==> config.mk <==
export PLATFORM = sky130hd
export DESIGN_NAME = spi_slave_regs_flat
export DESIGN_NICKNAME = d
export VERILOG_FILES = /design/src/rtl/spi_slave_pkg.sv /design/src/rtl/spi_slave_regs_if.sv /design/src/rtl/spi_sync_edge.sv /design/src/rtl/spi_slave_regs.sv /design/src/flat_wrapper.sv
export SDC_FILE = /design/constraint.sdc
export NUM_CORES = 1
export LEC_CHECK = 0
export CAP_MARGIN = 10
export CORE_ASPECT_RATIO = 0.9
export CORE_MARGIN = 10
export CORE_UTILIZATION = 25
export CTS_CLUSTER_DIAMETER = 40
export CTS_CLUSTER_SIZE = 40
export DETAILED_ROUTE_END_ITERATION = 16
export HOLD_SLACK_MARGIN = 0.05
export PLACE_DENSITY_LB_ADDON = 0.1
export SLEW_MARGIN = 20
export SYNTH_ARGS = -nofsm -noshare
export SYNTH_HDL_FRONTEND = slang
export SYNTH_HIERARCHICAL = 1
export SYNTH_SLANG_ARGS = --single-unit
==> constraint.sdc <==
create_clock -name mclk_i_clk -period 2.9 [get_ports mclk_i_clk]
set_clock_uncertainty 0.2 [all_clocks]
set_input_delay 0.29 -clock mclk_i_clk [delete_from_list [all_inputs] [get_ports mclk_i_clk]]
set_output_delay 0.29 -clock mclk_i_clk [all_outputs]
set_load 0.03 [all_outputs]
==> src/rtl/spi_slave_pkg.sv <==
// Shared constants, FSM state type and read-data decode for the SPI register slave.
`timescale 1ns/1ps
package spi_slave_pkg;

   localparam int FRAME_LEN  = 16;
   localparam int CMD_W      = 8;
   localparam int CNT_W      = 5;
   localparam int NUM_CFG    = 8;

   localparam logic [6:0] CFG_BASE    = 7'h00;
   localparam logic [6:0] STATUS_BASE = 7'h08;
   localparam logic [6:0] ID_ADDR     = 7'h7F;

   typedef enum logic [1:0] {
      ST_IDLE,
      ST_CMD,
      ST_DATA,
      ST_DONE
   } state_e;

   // CFG_BASE and STATUS_BASE are aligned, so a prefix match selects the window.
   function automatic logic [7:0] read_byte(input logic [6:0]  addr,
                                            input logic [63:0] cfg,
                                            input logic [31:0] status,
                                            input logic [7:0]  id);
      logic [7:0] rd;
      rd = 8'h00;
      if (addr[6:3] == CFG_BASE[6:3]) begin
         rd = cfg[{addr[2:0], 3'b000} +: 8];
      end else if (addr[6:2] == STATUS_BASE[6:2]) begin
         rd = status[{addr[1:0], 3'b000} +: 8];
      end else if (addr == ID_ADDR) begin
         rd = id;
      end
      return rd;
   endfunction

endpackage

==> src/rtl/spi_slave_regs_if.sv <==
// SPI pin bundle between an SPI master and the register slave.
`timescale 1ns/1ps
interface spi_slave_regs_if;

   logic SCLK;
   logic MOSI;
   logic SS_n;
   logic MISO;
   logic MISO_oe;

   modport slave  (input SCLK, MOSI, SS_n, output MISO, MISO_oe);
   modport master (output SCLK, MOSI, SS_n, input MISO, MISO_oe);

endinterface

==> src/rtl/spi_sync_edge.sv <==
// Multi-flop synchronizer for one asynchronous line, with rise/fall detect on
// the last two synchronized samples.
`timescale 1ns/1ps
module spi_sync_edge #(
   parameter int   SYNC_STAGES = 2,
   parameter logic RESET_VAL   = 1'b0
) (
   input  logic clk,
   input  logic rst,
   input  logic d_i,
   output logic q_o,
   output logic rise_o,
   output logic fall_o
);

   logic [SYNC_STAGES-1:0] sync_q;
   logic                   prev_q;

   always_ff @(posedge clk) begin
      if (rst) begin
         sync_q <= {SYNC_STAGES{RESET_VAL}};
         prev_q <= RESET_VAL;
      end else begin
         sync_q[0] <= d_i;
         for (int i = 1; i < SYNC_STAGES; i++) begin
            sync_q[i] <= sync_q[i-1];
         end
         prev_q <= sync_q[SYNC_STAGES-1];
      end
   end

   assign q_o    = sync_q[SYNC_STAGES-1];
   assign rise_o = sync_q[SYNC_STAGES-1] & ~prev_q;
   assign fall_o = ~sync_q[SYNC_STAGES-1] & prev_q;

endmodule

==> src/rtl/spi_slave_regs.sv <==
// SPI mode-0 slave exposing eight config bytes, a status word and an ID byte
// through 16-bit R/nW + address + data frames.
`timescale 1ns/1ps
module spi_slave_regs
   import spi_slave_pkg::*;
#(
   parameter logic [7:0] ID_VALUE    = 8'hA5,
   parameter int         SYNC_STAGES = 2
) (
   input  logic                   mclk_i_clk,
   input  logic                   mclk_reset_reset,
   spi_slave_regs_if.slave        spi_signals,
   input  logic [31:0]            status_i,
   output logic [63:0]            cfg_regs_o,
   output logic                   wr_strobe_o,
   output logic [2:0]             wr_addr_o
);

   logic sclk_s, sclk_rise, sclk_fall;
   logic mosi_s, mosi_rise, mosi_fall;
   logic ss_s, ss_rise, ss_fall;

   spi_sync_edge #(.SYNC_STAGES(SYNC_STAGES), .RESET_VAL(1'b0)) u_sync_sclk (
      .clk(mclk_i_clk), .rst(mclk_reset_reset), .d_i(spi_signals.SCLK),
      .q_o(sclk_s), .rise_o(sclk_rise), .fall_o(sclk_fall));

   spi_sync_edge #(.SYNC_STAGES(SYNC_STAGES), .RESET_VAL(1'b0)) u_sync_mosi (
      .clk(mclk_i_clk), .rst(mclk_reset_reset), .d_i(spi_signals.MOSI),
      .q_o(mosi_s), .rise_o(mosi_rise), .fall_o(mosi_fall));

   spi_sync_edge #(.SYNC_STAGES(SYNC_STAGES), .RESET_VAL(1'b1)) u_sync_ss (
      .clk(mclk_i_clk), .rst(mclk_reset_reset), .d_i(spi_signals.SS_n),
      .q_o(ss_s), .rise_o(ss_rise), .fall_o(ss_fall));

   logic unused_ok;
   assign unused_ok = &{1'b0, sclk_s, mosi_rise, mosi_fall, ss_rise};

   state_e           state_q, state_d;
   logic [CNT_W-1:0] cnt_q, cnt_d;
   logic [7:0]       rx_q, rx_d;
   logic             rnw_q, rnw_d;
   logic [6:0]       addr_q, addr_d;
   logic [7:0]       tx_q, tx_d;
   logic             miso_q, miso_d;
   logic [63:0]      cfg_q, cfg_d;
   logic             wr_strobe_q, wr_strobe_d;
   logic [2:0]       wr_addr_q, wr_addr_d;
   logic [7:0]       shift_byte;

   // Byte as it stands after the bit arriving on this rising edge is shifted in.
   assign shift_byte = {rx_q[6:0], mosi_s};

   always_ff @(posedge mclk_i_clk) begin
      if (mclk_reset_reset) begin
         state_q     <= ST_IDLE;
         cnt_q       <= '0;
         rx_q        <= '0;
         rnw_q       <= 1'b0;
         addr_q      <= '0;
         tx_q        <= '0;
         miso_q      <= 1'b0;
         cfg_q       <= '0;
         wr_strobe_q <= 1'b0;
         wr_addr_q   <= '0;
      end else begin
         state_q     <= state_d;
         cnt_q       <= cnt_d;
         rx_q        <= rx_d;
         rnw_q       <= rnw_d;
         addr_q      <= addr_d;
         tx_q        <= tx_d;
         miso_q      <= miso_d;
         cfg_q       <= cfg_d;
         wr_strobe_q <= wr_strobe_d;
         wr_addr_q   <= wr_addr_d;
      end
   end

   always_comb begin
      state_d     = state_q;
      cnt_d       = cnt_q;
      rx_d        = rx_q;
      rnw_d       = rnw_q;
      addr_d      = addr_q;
      tx_d        = tx_q;
      miso_d      = 1'b0;
      cfg_d       = cfg_q;
      wr_strobe_d = 1'b0;
      wr_addr_d   = wr_addr_q;

      case (state_q)
         ST_IDLE: begin
            if (ss_fall) begin
               state_d = ST_CMD;
               cnt_d   = '0;
               rx_d    = '0;
               tx_d    = '0;
            end
         end

         ST_CMD: begin
            if (ss_s) begin
               state_d = ST_IDLE;
               cnt_d   = '0;
            end else if (sclk_rise) begin
               rx_d  = shift_byte;
               cnt_d = cnt_q + 5'd1;
               if (cnt_q == CNT_W'(CMD_W - 1)) begin
                  state_d = ST_DATA;
                  rnw_d   = shift_byte[7];
                  addr_d  = shift_byte[6:0];
                  // Read data and status are frozen here for the rest of the frame.
                  tx_d    = shift_byte[7] ?
                            read_byte(shift_byte[6:0], cfg_q, status_i, ID_VALUE) : 8'h00;
               end
            end
         end

         ST_DATA: begin
            if (ss_s) begin
               state_d = ST_IDLE;
               cnt_d   = '0;
            end else begin
               miso_d = miso_q;
               if (sclk_rise) begin
                  rx_d  = shift_byte;
                  cnt_d = cnt_q + 5'd1;
                  if (cnt_q == CNT_W'(FRAME_LEN - 1)) begin
                     state_d = ST_DONE;
                     miso_d  = 1'b0;
                     if (!rnw_q && (addr_q[6:3] == CFG_BASE[6:3])) begin
                        cfg_d[{addr_q[2:0], 3'b000} +: 8] = shift_byte;
                        wr_strobe_d = 1'b1;
                        wr_addr_d   = addr_q[2:0];
                     end
                  end
               end else if (sclk_fall) begin
                  miso_d = tx_q[7];
                  tx_d   = {tx_q[6:0], 1'b0};
               end
            end
         end

         ST_DONE: begin
            if (ss_s) begin
               state_d = ST_IDLE;
               cnt_d   = '0;
            end
         end

         default: begin
            state_d = ST_IDLE;
            cnt_d   = '0;
         end
      endcase
   end

   assign spi_signals.MISO    = miso_q;
   assign spi_signals.MISO_oe = ~ss_s;
   assign cfg_regs_o          = cfg_q;
   assign wr_strobe_o         = wr_strobe_q;
   assign wr_addr_o           = wr_addr_q;

endmodule

==> src/flat_wrapper.sv <==
// flat-port wrapper written by rule: the top's interface ports become plain ports
module spi_slave_regs_flat import spi_slave_pkg::*;
#(
   parameter logic [7:0] ID_VALUE    = 8'hA5,
   parameter int         SYNC_STAGES = 2
)
  (mclk_i_clk, mclk_reset_reset, status_i, cfg_regs_o, wr_strobe_o, wr_addr_o, spi_signals_SCLK, spi_signals_MOSI, spi_signals_SS_n, spi_signals_MISO, spi_signals_MISO_oe);
  spi_slave_regs_if spi_signals_i ();
  input  logic mclk_i_clk;
  input  logic mclk_reset_reset;
  input  logic [31:0] status_i;
  output logic [63:0] cfg_regs_o;
  output logic wr_strobe_o;
  output logic [2:0] wr_addr_o;
  input wire logic [$bits(spi_signals_i.SCLK)-1:0] spi_signals_SCLK;
  input wire logic [$bits(spi_signals_i.MOSI)-1:0] spi_signals_MOSI;
  input wire logic [$bits(spi_signals_i.SS_n)-1:0] spi_signals_SS_n;
  output wire logic [$bits(spi_signals_i.MISO)-1:0] spi_signals_MISO;
  output wire logic [$bits(spi_signals_i.MISO_oe)-1:0] spi_signals_MISO_oe;
  assign spi_signals_i.SCLK = spi_signals_SCLK;
  assign spi_signals_i.MOSI = spi_signals_MOSI;
  assign spi_signals_i.SS_n = spi_signals_SS_n;
  assign spi_signals_MISO = spi_signals_i.MISO;
  assign spi_signals_MISO_oe = spi_signals_i.MISO_oe;
  spi_slave_regs #(.ID_VALUE(ID_VALUE), .SYNC_STAGES(SYNC_STAGES)) u_core (.mclk_i_clk(mclk_i_clk), .mclk_reset_reset(mclk_reset_reset), .spi_signals(spi_signals_i), .status_i(status_i), .cfg_regs_o(cfg_regs_o), .wr_strobe_o(wr_strobe_o), .wr_addr_o(wr_addr_o));
endmodule
* After elaboration in Yosys (flattened, before gate mapping)
Cells that the tools add are included.
** Operators by class
- Bitwise gates (word level) :: 9
- Reductions and logical operators :: 18
- Shifts and indexed selects :: 4
- Eq/ne operators :: 23
- Mux-type cells :: 34
- Add/subtract/negate cells :: 2
** Operator list (number)
- 8-bit 2-to-1 mux :: 11
- 64-bit bitwise mux :: 1
- 8-bit by 8-bit variable shift with 64-bit output, first input constant :: 1
- 64-bit by 7-bit indexed part select with 8-bit output :: 1
- 8-bit by 8-bit indexed part select with 64-bit output :: 1
- 32-bit by 6-bit indexed part select with 8-bit output :: 1
- 8-bit case mux with 3 select lines :: 1
- 5-bit 2-to-1 mux :: 4
- 2-bit 2-to-1 mux :: 8
- 5-bit case mux with 3 select lines :: 1
- 7-bit 2-to-1 mux :: 2
- 7-bit case mux with 2 select lines :: 1
- 2-bit != test, second input constant :: 6
- 3-bit by 2-bit != test with 1-bit output, second input constant :: 4
- 2-bit by 1-bit != test with 1-bit output, second input constant :: 5
- 4-bit zero test :: 2
- 6-bit negator with 8-bit output :: 1
- 2-bit case mux with 4 select lines :: 1
- 4-bit AND reduction :: 2
- 8-bit AND reduction :: 1
- 7-bit equality test, second input constant :: 1
- 1-bit inverter :: 6
- 6-bit AND reduction :: 1
- 5-bit by 1-bit adder with 5-bit output, second input constant :: 1
- other kinds (19) :: 26
** Word-level totals
- Bits of input ports :: 37
- Output and inout port bits :: 70
- Logic and storage cells :: 105
- Bits in registers :: 107

* Longest topological paths before layout
Gate-level depths: netlist (run 1).
- Depth in word-level cells :: 9
- Depth in mapped cells :: 10
- Mapped depth without buffers :: 8

* By module
The synthesis (run 1) kept the hierarchy.
** By module, submodules not included
- spi_slave_regs :: times used 1, seq. area each 1981.9 um^2, cells each 555, area an instance 5012.3 um^2
- spi_sync_edge (u_core.u_sync_mosi ...) :: times used 2, seq. area each 60.1 um^2, cells each 8, area an instance 91.3 um^2
- spi_sync_edge (u_core.u_sync_ss) :: times used 1, seq. area each 60.1 um^2, cells each 8, area an instance 92.6 um^2

* Worst setup path after synthesis (run 1)
OpenSTA, ideal clock, no wires.
- Path type :: flip-flop to flip-flop
- From :: reg u_core.cnt_q[0]
- To :: reg u_core.cfg_q[40], in the netlist u_core/cfg_regs_o[40]
- Setup time :: 0.128 ns
- Arrival :: 1.991 ns
- Cell stages (with the launch flop) :: 11
- Slack :: 0.581 ns
- Clock period less this slack :: 2.319 ns
- Cells stage by stage :: dfxtp_1 -> ha_1 -> and3_1 -> ha_1 -> nand4b_1 -> nor4_4 -> buf_6 -> and3_4 -> buf_12 -> mux2i_1 -> nor2_1
** On the way
- Cells in the longest elaborated chain, start to end :: 2
** Ends and longest elaborated chain
- start, declared :: RTL line spi_slave_regs.sv:39 : logic [CNT_W-1:0] cnt_q, cnt_d;
- start signal, assigned :: RTL line spi_slave_regs.sv:67 : cnt_q <= cnt_d;
- 5-bit by 4-bit equality test with 1-bit output :: RTL line spi_slave_regs.sv:128 : if (cnt_q == CNT_W'(FRAME_LEN - 1)) begin
- 5-bit AND reduction (no source line)
- end signal, assigned :: RTL line spi_slave_regs.sv:73 : cfg_q <= cfg_d;
- end, declared :: RTL line spi_slave_regs.sv:45 : logic [63:0] cfg_q, cfg_d;
No other way between the ends.
A chain may end at the register's enable or synchronous reset.

* Worst setup path in the final report (run 1)
- From :: reg u_core.cnt_q[0]
- To :: reg u_core.cfg_q[37], in the netlist u_core/cfg_regs_o[37]
The elaborated chain is that of the path after synthesis.

==> results of run 1 <==
==> through the flow <==
| stage | std cells | total power [mW] | instance area [sq um] | setup WS (ns) | utilization |
|---|---|---|---|---|---|
| 2_1_floorplan | 574 | 1.63 | 5240 | 0.581 | - |
| 3_3_place_gp | 940 | 1.72 | 6590 | 0.430 | 0.318 |
| 3_5_place_dp | 940 | 1.73 | 6590 | 0.346 | 0.318 |
| 4_1_cts | 956 | 3.12 | 6920 | 0.324 | 0.334 |
| 5_1_grt | 956 | 3.19 | 6920 | 0.162 | 0.334 |
| 6_report | 956 | 3.07 | 6920 | 0.362 | 0.334 |
==> how the worst min path moves through the flow <==
stage	cells past startpoint	start	endpoint
after detailed placement	1	u_core/u_sync_ss/sync_q[0]	u_core/u_sync_ss/sync_q[1]
final	2	mclk_reset_reset	u_core/cnt_q[3]
after global placement	1	u_core/u_sync_ss/sync_q[0]	u_core/u_sync_ss/sync_q[1]
after global routing	1	u_core/u_sync_ss/sync_q[0]	u_core/u_sync_ss/sync_q[1]
after floorplan	1	mclk_reset_reset	u_core/u_sync_mosi/sync_q[0]
after CTS	2	mclk_reset_reset	u_core/cnt_q[3]
==> routing by layer <==
| metal | routed length [microns] | vias to the layer above |
|---|---|---|
| li1 | - | 2215 |
| met1 | 8860 | 2238 |
| met2 | 8160 | 128 |
| met3 | 1080 | 13 |
| met4 | 178 | 0 |
| met5 | 0 | - |
==> area by class of cell <==
type | instances | share of cell area
Multi-Input combinational cell | 406 | 0.407
Inverter | 16 | 0.00868
Clock inverter | 5 | 0.0123
Timing Repair Buffer | 125 | 0.175
Tap cell | 286 | 0.0517
Sequential cell | 107 | 0.310
Clock buffer | 11 | 0.0351
==> critical path, cell delays in order (launching register included) <==
cell	delay, ns
dfxtp_1	0.38
ha_1	0.21
and3_1	0.17
ha_1	0.18
nand4b_1	0.16
nor4_4	0.24
buf_4	0.22
and4b_1	0.20
buf_4	0.19
mux2i_1	0.21
nor2_1	0.06
==> sequential cells by signal, summed over array words and instances, names as in the netlist, 2 cells and up <==
signal / cells
u_core/addr_q: 7
u_core/cfg_regs_o: 64
u_core/cnt_q: 5
u_core/rx_q: 7
u_core/state_q: 2
u_core/tx_q: 8
u_core/u_sync_mosi/sync_q: 2
u_core/u_sync_sclk/sync_q: 2
u_core/u_sync_ss/sync_q: 2
u_core/wr_addr_o: 3
==> report_power, final <==
part           switching (mW)  leakage [nW]  internal, mW
Clock                   0.588         0.156         0.787
Sequential            0.00523         0.864          1.47
Combinational           0.114          1.31        0.0971
Total                   0.707          2.33          2.36
==> impl_metrics.tcl, run 1 <==
set metrics [dict create \
    status "complete, no violations" \
    dieArea_sq_um 27200 \
    slew_violations 0 \
    synth_area_sq_um 5240 \
    grt_pass1_wl_microns 28800 \
    use_met3 0.0412 \
    cp-startpoint "u_core/cnt_q[0]" \
    area_growth_pct 32.0 \
    ctsHoldBuffers 0 \
    endpoint "u_core/cfg_regs_o[37]" \
    cp_data_arrival_time_ns 2.56 \
    setup_violations 0 \
    rsz0062_at_grt "no" \
    grt_usage 0.135 \
    antennaDiodeCount 0 \
    cts_tree "yes" \
    routed_wl_microns 18300 \
    die_y_microns 157 \
    rrSetupSlack_ns 0.36 \
    crit_fanout 14 \
    clock-root-buffer "clkbuf_16" \
    r2r-start "u_core/cnt_q[0]" \
    viasPerCell 4.81 \
    crit_type "reg -> reg" \
    fin_nets 713 \
    ios 107 \
    die_w_microns 173 \
    multi_input_area_sq_um 2820 \
    hold_viol 0 \
    worst_slew_pin_slew_ns 0.700 \
    drive_gt1_frac 0.0851 \
    start_kind "flip-flop" \
    start_util 0.253 \
    fmax_ghz 0.394 \
    cts_sinks 107 \
    postCtsResizedCells 0 \
    clk_latency_ns 0.35 \
    p_per_area_nw_per_um2 443 \
    fp.coreArea_sq_um 20700 \
    r2r-end "u_core/cfg_regs_o[37]" \
    numCtsBuffers 9 \
    period_share 0.875 \
    syn_inst 574 \
    fin_setup_tns_ns 0 \
    wl_per_cell_microns 19.1 \
    p_leak_nw 2.33 \
    clock_path_buffers 2 \
    hold_class "in -> reg" \
    hold_slack_ns 0.221 \
    route.detailed.drc 0 \
    r2r_cells 10 \
    fillers 2131 \
    grt_pass1_vias 4792 \
    drt-pass1-iter-count 4 \
    final_common_cell "dfxtp_1" \
    slew-limit-headroom 0.534 \
    setup.worst_path.end_class "flip-flop" \
    final_cell_mix "106 x dfxtp_1, 105 x clkdlybuf4s50_1, 64 x mux2i_1" \
    antenna_found_initial 0 \
    cts_max_level 3 \
    post_cts_buffers 0 \
    grtUsageMet2 0.214 \
    overflow 0 \
    syn_nets 622 \
    seqCellArea_sq_um 2140 \
    gr-usage-met1 0.177 \
    drt_iter0_markers 270 \
    avgSynthCellArea_sq_um 9.13 \
    clkTransAtPathRegs_ns 0.08 \
    place.gp.congestion 0.800 \
    max_cap_viol_count 0 \
    row_count 50 \
    period_needed_ns 2.54 \
    worstPathRequired_ns 2.93 \
    grt_max_degree 59 \
    ant_nets 0 \
    dp_hpwl_microns 13200 \
    port_buffers 106 \
    irDropWorstVdd_uv 277 \
    yosys_warnings 6 \
    busiest_layer "met2" \
    num_vias 4594 \
]
No activity file was read; power rests on OpenSTA's default activity.
==> run 2, diff against run 1 <==
--- a/config.mk
+++ b/config.mk
@@ -5,12 +5,12 @@
 export SDC_FILE = /design/constraint.sdc
 export NUM_CORES = 1
 export LEC_CHECK = 0
+export ABC_AREA = 1
 export CAP_MARGIN = 10
 export CORE_ASPECT_RATIO = 0.9
 export CORE_MARGIN = 10
 export CORE_UTILIZATION = 25
 export CTS_CLUSTER_DIAMETER = 40
-export CTS_CLUSTER_SIZE = 40
 export DETAILED_ROUTE_END_ITERATION = 16
 export HOLD_SLACK_MARGIN = 0.05
 export PLACE_DENSITY_LB_ADDON = 0.1
==> run 2 against run 1 <==
Net effect: total power up 9.1%; fmax up 0.53%; clock power down 10%; count of clock-buffer cells in the layout down 1; critical path type unchanged.
==> impl_metrics.tcl, run 2 <==
set metrics [dict create \
    setup_violations 0 \
    wl_per_cell_microns 17.6 \
    clkTransAtPathRegs_ns 0.08 \
    hold_slack_ns 0.206 \
    avgSynthCellArea_sq_um 6.91 \
    drt-pass1-iter-count 4 \
    die_y_microns 160 \
    area_growth_pct 30.0 \
    viasPerCell 4.57 \
    place.gp.congestion 0.784 \
    synth_area_sq_um 5440 \
    hold_class "reg -> reg" \
    irDropWorstVdd_uv 268 \
    num_vias 5360 \
    fmax_ghz 0.396 \
    route.detailed.drc 0 \
    p_per_area_nw_per_um2 473 \
    status "complete, no violations" \
    antennaDiodeCount 0 \
    grt_usage 0.145 \
    period_share 0.871 \
    setup.worst_path.end_class "flip-flop" \
    yosys_warnings 6 \
    overflow 0 \
    cp_data_arrival_time_ns 2.61 \
    cts_max_level 3 \
    syn_inst 787 \
    antenna_found_initial 0 \
    dp_hpwl_microns 15200 \
    hold_viol 0 \
    ios 107 \
    row_count 51 \
    worst_slew_pin_slew_ns 0.920 \
    clock-root-buffer "clkbuf_16" \
    fin_setup_tns_ns 0 \
    drive_gt1_frac 0.0634 \
    slew_violations 0 \
    period_needed_ns 2.52 \
    worstPathRequired_ns 2.99 \
    die_w_microns 175 \
    dieArea_sq_um 28100 \
    crit_fanout 16 \
    start_kind "flip-flop" \
    crit_type "reg -> reg" \
    cts_sinks 107 \
    drt_iter0_markers 377 \
    totalPowerFinal_mw 3.34 \
    fillers 2367 \
    largest_reg_flops 64 \
    fin_ws_ns 0.375 \
    postCtsResizedCells 0 \
    final_common_cell "nand2_1" \
    grt_pass1_vias 5273 \
    grt_pass1_wl_microns 31900 \
    place_ws_ns 0.411 \
    fin_nets 927 \
    syn_nets 835 \
    fp.coreArea_sq_um 21500 \
    final_cell_mix "175 x nand2_1, 106 x clkdlybuf4s50_1, 106 x nand3_1, 106 x dfxtp_1, 86 x inv_1" \
    start_util 0.253 \
    cts_tree "yes" \
    rsz0062_at_grt "no" \
    port_buffers 106 \
    slew-limit-headroom 0.387 \
    routed_wl_microns 20600 \
    p_leak_nw 2.78 \
    ant_nets 0 \
    numCtsBuffers 9 \
    clock_path_buffers 2 \
    clk_latency_ns 0.36 \
    post_cts_buffers 0 \
    ctsHoldBuffers 0 \
    max_cap_viol_count 0 \
    grt_max_degree 63 \
    final_core_util 0.329 \
]
[run 2: cell count changes in the layout (fill, tap and decap cells not counted), sizes merged, moves of 14 or more]
cell	delta
a211oi	+23
a21oi	+30
and3	-20
inv	+77
mux2i	-64
mux4	-14
nand2	+128
nand3	+60
nor2b	-15
o21ai	+57
[run 2: worst paths after layout]
check | endpoint | start | slack [ns] | depth (start not counted)
worst min register to register | u_core/u_sync_sclk/sync_q[1] | u_core/u_sync_sclk/sync_q[0] | 0.21 | 2
worst min-delay path | u_core/u_sync_sclk/sync_q[1] | u_core/u_sync_sclk/sync_q[0] | 0.21 | 2
worst max-delay path | u_core/cfg_regs_o[49] | u_core/addr_q[1] | 0.38 | 8
worst max register to register | u_core/cfg_regs_o[49] | u_core/addr_q[1] | 0.38 | 8
[run 2: per-stage QoR]
| stage | area (sq um) | cells |
|---|---|---|
| floorplan | 5440 | 787 |
| global placement | 6780 | 1159 |
| detailed placement | 6780 | 1159 |
| CTS | 7070 | 1174 |
| global route | 7070 | 1174 |
| finish | 7070 | 1174 |
[run 2: final cells by class]
cell class | count | area (sq um) | area share
repair buffers | 125 | 1200 | 0.170
flip-flops and latches | 107 | 2140 | 0.303
inverters | 92 | 350 | 0.0496
clock buffers | 10 | 239 | 0.0338
well taps | 291 | 364 | 0.0515
multi-input cells | 544 | 2720 | 0.385
clock inverters | 5 | 45.0 | 0.00637
[run 2: worst max-delay path: stages, from the launching register on]
cell	delay, ns
dfxtp_1	0.40
inv_1	0.11
ha_1	0.19
ha_1	0.26
inv_1	0.18
nand2_1	0.23
nor3_4	0.57
o21ai_0	0.15
a21oi_1	0.15
[run 2: metal layers]
metal	part of all wire	GRT usage
met1	0.52	0.207
met2	0.42	0.214
met3	0.047	0.0328
met4	0.012	0.0366
met5	0	0
[run 2: where the power goes]
| group | switching [mW] | internal, mW | leakage (nW) | total, mW |
|---|---|---|---|---|
| registers | 0.0444 | 1.49 | 0.865 | 1.54 |
| logic | 0.386 | 0.190 | 1.78 | 0.576 |
| clock network | 0.613 | 0.617 | 0.137 | 1.23 |
| total | 1.04 | 2.30 | 2.78 | 3.34 |
==> run 3, diff against run 2 <==
--- a/config.mk
+++ b/config.mk
@@ -10,12 +10,12 @@
 export CORE_ASPECT_RATIO = 0.9
 export CORE_MARGIN = 10
 export CORE_UTILIZATION = 25
-export CTS_CLUSTER_DIAMETER = 40
+export CTS_CLUSTER_DIAMETER = 50
 export DETAILED_ROUTE_END_ITERATION = 16
 export HOLD_SLACK_MARGIN = 0.05
 export PLACE_DENSITY_LB_ADDON = 0.1
-export SLEW_MARGIN = 20
 export SYNTH_ARGS = -nofsm -noshare
 export SYNTH_HDL_FRONTEND = slang
 export SYNTH_HIERARCHICAL = 1
 export SYNTH_SLANG_ARGS = --single-unit
+export TNS_END_PERCENT = 20
==> results of run 3 <==
The final DEF is identical to that of run 2; final timing and power are the same.
